--- config.mk ---
export PLATFORM = sky130hd
export DESIGN_NAME = tt_um_nithin574
export DESIGN_NICKNAME = d
export VERILOG_FILES = /design/src/rtl/tt_um_nithin574_pkg.sv /design/src/rtl/tt_um_nithin574_seq_11011_fsm.sv /design/src/rtl/tt_um_nithin574.sv
export SDC_FILE = /design/constraint.sdc
export NUM_CORES = 1
export LEC_CHECK = 0
export ABC_AREA = 1
export BUFFER_PORTS_ARGS = -buffer_cell sky130_fd_sc_hd__buf_2
export CORE_AREA = 2 2 39 41
export DETAILED_ROUTE_END_ITERATION = 8
export DIE_AREA = 0 0 41 43
export PLACE_DENSITY = 0.76
export SYNTH_ARGS = -nofsm -noshare
export SYNTH_HDL_FRONTEND = slang
export SYNTH_SLANG_ARGS = --single-unit
--- constraint.sdc ---
create_clock -name clk -period 2.04 [get_ports clk]
set_input_delay 0.204 -clock clk [delete_from_list [all_inputs] [get_ports clk]]
set_output_delay 0.204 -clock clk [all_outputs]
set_load 0.01 [all_outputs]
--- src/rtl/tt_um_nithin574_pkg.sv ---
// ============================================================================
// Module      : tt_um_nithin574_pkg
// Description : Shared state encoding and sizing for the 11011 detector.
// Revision    : 1.0 - initial release
// ============================================================================
`default_nettype none

package tt_um_nithin574_pkg;

    localparam int         STATE_W = 3;
    localparam int         CNT_W   = 3;
    localparam logic [4:0] PATTERN = 5'b11011;  // first-received bit is the MSB

    typedef enum logic [STATE_W-1:0] {
        S0 = 3'd0,  // idle
        S1 = 3'd1,  // seen "1"
        S2 = 3'd2,  // seen "11"
        S3 = 3'd3,  // seen "110"
        S4 = 3'd4   // seen "1101"
    } state_t;

endpackage

`default_nettype wire

--- src/rtl/tt_um_nithin574_seq_11011_fsm.sv ---
// ============================================================================
// Module      : seq_11011_fsm
// Description : Non-overlapping Mealy detector for the serial pattern 11011.
// Revision    : 1.0 - initial release
// ============================================================================
`default_nettype none

module seq_11011_fsm
    import tt_um_nithin574_pkg::*;
(
    input  logic               clk,
    input  logic               rst,
    input  logic               i_ena,
    input  logic               i_din,
    output logic [STATE_W-1:0] o_state,
    output logic               o_detect
);

    state_t r_state;
    state_t w_next;

    always_ff @(posedge clk) begin
        if (rst) begin
            r_state <= S0;
        end else if (i_ena) begin
            r_state <= w_next;
        end
    end

    always_comb begin
        w_next = S0;
        case (r_state)
            S0:      w_next = i_din ? S1 : S0;
            S1:      w_next = i_din ? S2 : S0;
            S2:      w_next = i_din ? S2 : S3;  // extra ones still leave "11" seen
            S3:      w_next = i_din ? S4 : S0;
            S4:      w_next = S0;               // match or miss, restart from idle
            default: w_next = S0;
        endcase
    end

    assign o_detect = i_ena & ~rst & (r_state == S4) & i_din;
    assign o_state  = r_state;

endmodule

`default_nettype wire

--- src/rtl/tt_um_nithin574.sv ---
// ============================================================================
// Module      : tt_um_nithin574
// Description : Tiny Tapeout top: 11011 detector, registered flag, match count.
// Revision    : 1.0 - initial release
// ============================================================================
`default_nettype none

module tt_um_nithin574
    import tt_um_nithin574_pkg::*;
(
    input  logic       clk,
    input  logic       rst_n,
    input  logic       ena,
    input  logic [7:0] ui_in,
    input  logic [7:0] uio_in,
    output logic [7:0] uo_out,
    output logic [7:0] uio_out,
    output logic [7:0] uio_oe
);

    logic [STATE_W-1:0] w_state;
    logic               w_detect;
    logic               r_detect_q;
    logic [CNT_W-1:0]   r_count;

    // rst_n is active-high despite its harness-inherited name
    seq_11011_fsm u_fsm (
        .clk      (clk),
        .rst      (rst_n),
        .i_ena    (ena),
        .i_din    (ui_in[0]),
        .o_state  (w_state),
        .o_detect (w_detect)
    );

    always_ff @(posedge clk) begin
        if (rst_n) begin
            r_detect_q <= 1'b0;
            r_count    <= '0;
        end else if (ena) begin
            r_detect_q <= w_detect;
            if (w_detect) begin
                r_count <= r_count + CNT_W'(1);
            end
        end
    end

    assign uo_out  = {r_count, w_state, r_detect_q, w_detect};
    assign uio_out = 8'h00;
    assign uio_oe  = 8'h00;

    logic w_unused;
    assign w_unused = &{1'b0, ui_in[7:1], uio_in};

endmodule

`default_nettype wire

---- After elaboration in Yosys (flattened, before gate mapping) ----
Cells that the tools add are included.
operators by class
  $add $sub $neg .......................... 1
  equal/unequal tests ..................... 4
  muxes and demuxes ....................... 5
  bitwise logic cells ..................... 4
  reduce and logical (&&, ||, !) cells .... 2
operators with widths
  kind                   count
  $pmux W3 S4            1
  $eq A3 B2 Y1 const B   2
  $add A3 B1 Y3 const B  1
  $and A1 B1 Y1          3
  $eq A3 B1 Y1 const B   1
  $eq A3 B3 Y1 const B   1
  $logic_not A3 Y1       1
  $mux W3                1
  $mux W1                2
  $mux W2                1
  $reduce_and A2 Y1      1
  $not A1 Y1             1
storage, ports and cells
  flip-flop bits (word level) ............. 7
  bits of input ports ..................... 19
  output and inout bits ................... 24
  word-level logic and storage cells ...... 19

---- Longest topological paths before layout ----
  depth in word-level cells ............... 5
  gate-level depth with buffers ........... 6
  depth with buffers taken out ............ 6

---- Cells and area by module ----
Synthesis repeated with hierarchy kept, for this count alone.
unflattened totals
  cells, all modules ...................... 73
  area total of the unflattened synthesis .. 495.5 um^2
by module, submodules not included
  module           instances  cells each  area each (um^2)
  tt_um_nithin574  1          43          315.3
  seq_11011_fsm    1          30          180.2

---- Worst setup path after synthesis ----
No wires, ideal clock.
  path type ............................... reg-to-output
  start point ............................. register u_fsm.r_state[0], in the netlist u_fsm.o_state[0]
  end point ............................... output uo_out[0]
  data arrival time ....................... 832 ps
  data required time ...................... 1836 ps
  slack ................................... 1004 ps
  cell stages (with the launch flop) ...... 5
  path buffers ............................ 1
  path through ............................ dfxtp_1 > nor2_4 > nand2_2 > nor2_4 > buf_4
between the ends
  word-level cells in the longest chain between the ends .. 3
RTL lines
  item                        RTL line                             RTL
  from (decl)                 tt_um_nithin574_seq_11011_fsm.sv:19  state_t r_state;
  from (signal assigned)      tt_um_nithin574_seq_11011_fsm.sv:26  r_state <= w_next;
  $eq A3 B3 Y1                tt_um_nithin574_seq_11011_fsm.sv:42  assign o_detect = i_ena & ~rst & (r_state == S4) & i_din;
  $and A1 B1 Y1 (2 in a row)  tt_um_nithin574_seq_11011_fsm.sv:42
  to (decl)                   tt_um_nithin574.sv:16                output logic [7:0] uo_out,
No other way between the ends.

---- Worst setup path in the final report ----
Same ends and word-level chain as after synthesis.

==> impl_results.md <==
* Clock sinks at 7
* Resized Gates After CTS at 0
* Fmax at 741.1 MHz
* Most common cell in the netlist: buf_4
* Setup Buffers After CTS at 0
* Yosys top cell area share at 0.2779
* Synth Flop Type: dfxtp_1
* Worst Setup SP: u_fsm.o_state[0]
* Syn_area_per_cell at around 7.3 um^2
* Clock root buffer: clkbuf_4
* GPL Wtd Cong at around 0.75
* Worst setup EP type: output port
* Pwr Density at 588.0 nW/um^2
* Fin. max-slew vios at 0
* Status: completed
* Largest net degree at the start of global routing at 8
* Switching Share at 0.2772
* # IOs at 43
* Initial antenna violation count at 0
* Clk pwr share at 0.408
* Vias in the first global route at roughly 320
* Overflow after GRT at 0
* CP endpoint: uo_out[0]
* Worst-path fanout max at 6
* CTS max path bufs at 2
* H-tree levels at 1
* HP Class: primary input to flop
* Post-DRT Antenna Nets at 0
* Hold-fix buffers, CTS at 0
* Async SR Flop Fraction at 0
* Area grow syn2layout at 4.466%
* Detailed Route Iter0 Violations at 10
* HPWL Detailed at ~600 um
* Nets at approximately 100
* Crit Reg-Reg Endpoint: r_count[0]
* Die span in x at approximately 40 um
* Leak Pwr at approximately 0.27 nW
* Core Area at 1384 um^2
* Pint at approximately 0.00022 W
* Distinct cells, synth at 19
* Yosys top cell by area: dfxtp_1
* WP data arrival at between 1 and 1.5 ns
* Cts bufs inserted at 3
* WL final at between 700 and 800 um
* Die area at roughly 1800 um^2
* Clk Latency, worst-skew pair at 0.25 ns
* # DRC at 0
* WS Path Type: flop to output port
* Post-synthesis sequential area ratio at 0.2779
* Tmin final at around 1.3 ns
* WL per Instance at 7.948 um
* Final hold violation count at 0
* NetSw at between 0.00008 and 0.00009 W
* Largest cells by area after synthesis: dfxtp_1 28%, buf_4 27%, nand2_1 8.2%
* Post-synth EDFFs at 0
* Mapped Cells at 69
* Cells on worst reg2reg path at 6
* Diode count at 0
* Max-cap check violation count at 0
* Vias per inst at roughly 4.2
* Pre-Repair DR Iteration Count at 4
* Final setup viols at 0
* Fin crit share at 0.6614
* Core Rows at 14
* Mapped cell area at about 500 um^2
* Via count at approximately 410
* Clk slew on worst S/H paths at approximately 0.050 ns
* Reg2reg start: u_fsm.o_state[0]
* Die Ht at approximately 43 um
* Final instance area at around 530 um^2
* Layout cell share with drive strength beyond 1 at 0.2716
* Global-route wire length before repair at ~1300 um
* Top post-synthesis cells by count: 18 x buf_4, 11 x nand2_1, 8 x nor2_1
* Flops & latches, synth at 7
* RSZ-0062 raised after global routing: no
* Final Power at just over 0.0003 W
* Startpoint types: flop
* Reg2reg setup slack at just over 1 ns
* Initial core utilization at 0.3644
* Placed cell areas at ~500 um^2
* Setup_tns at 0 ns
* Gate power share at 0.131
* Sequential power share at 0.460
* Total GRT Usage at 0.1084
* Synthesis Warnings at 0
* Final setup skew at slightly below 0.004 ns
* Critical Path RT at between 1.5 and 2 ns
* Max VDD drop at roughly 0.23 mV
* # port buffers at 11
* CTS tree: yes
[per-layer routing]
layer  GRT usage  up-vias  wire [um]  part of all wire
met3     0.03141        5         83              0.11
met5           0        -          0                 0
li1            -      212          -                 -
met2      0.1438       21        303              0.39
met4      0.1000        0         33             0.043
met1      0.1318      171        350              0.45
[critical path, cell delays in order, from the launching register on]
cell     delay (ns)
dfxtp_1        0.38
nor2_4         0.15
nand2_2        0.07
nor2_4         0.14
buf_2          0.15
[worst min-delay path by stage]
| stage | from | to | cells past startpoint |
|---|---|---|---|
| global placement | r_detect_q | r_detect_q | 2 |
| CTS | rst_n | r_detect_q | 2 |
| detailed placement | r_detect_q | r_detect_q | 2 |
| floorplan | rst_n | r_count[2] | 1 |
| finish | rst_n | r_detect_q | 2 |
| global route | rst_n | r_detect_q | 2 |
[cell usage in the layout, fill, tap and decap left out, drive strengths merged]
cell type	instances
buf	11
o32ai	1
nand3b	1
nand3	5
nand2	13
ha	1
dfxtp	7
clkbuf	4
nand4	1
conb	16
xor2	1
inv	5
a21oi	3
o21ai	1
nor2	11
[cells by family (layout without fill, tap and decap cells)]
group	after synthesis	in the layout	synth area share
AND/OR/NAND/NOR	31	31	0.3102
buffers and inverters	23	20	0.3052
flip-flops	7	7	0.2779
AO/OA/AOI/OAI	5	5	0.05706
adder cells (fa/ha/maj)	1	1	0.02481
other	1	16	0.007437
XOR/XNOR	1	1	0.01737
[cell type report]
| cell class | instances | area [um^2] |
|---|---|---|
| Clock buffer | 4 | 26.28 |
| Sequential cell | 7 | 140.1 |
| Fill cell | 157 | 857.1 |
| Inverter | 5 | 18.77 |
| Multi-Input combinational cell | 54 | 266.5 |
| Tap cell | 16 | 20.02 |
| Timing Repair Buffer | 11 | 55.05 |
[sequential cells by signal, summed over array words and instances, names as in the netlist]
| register | flops |
|---|---|
| r_detect_q | 1 |
| u_fsm.o_state | 3 |
| r_count | 3 |
[power by group through the flow]
| stage | combinational (W) | sequential [W] | clock, W |
|---|---|---|---|
| 2_1_floorplan | 0.0000512 | 0.000146 | 0 |
| 3_3_place_gp | 0.0000397 | 0.000145 | 0 |
| 3_5_place_dp | 0.0000401 | 0.000145 | 0 |
| 4_1_cts | 0.0000404 | 0.000142 | 0.000132 |
| 5_1_grt | 0.0000471 | 0.000143 | 0.000138 |
| 6_report | 0.0000407 | 0.000143 | 0.000126 |
[stage by stage]
stage	hold slack, ns	utilization	instances	setup slack [ns]
global route	0.2156	0.3807	97	0.6141
detailed placement	0.4539	0.3617	93	0.9777
floorplan	0.2731	-	84	1.004
finish	0.2190	0.3807	97	0.6907
CTS	0.2110	0.3807	97	0.6892
global placement	0.4536	0.3617	93	0.9826
(Power assumes the default switching activity.)
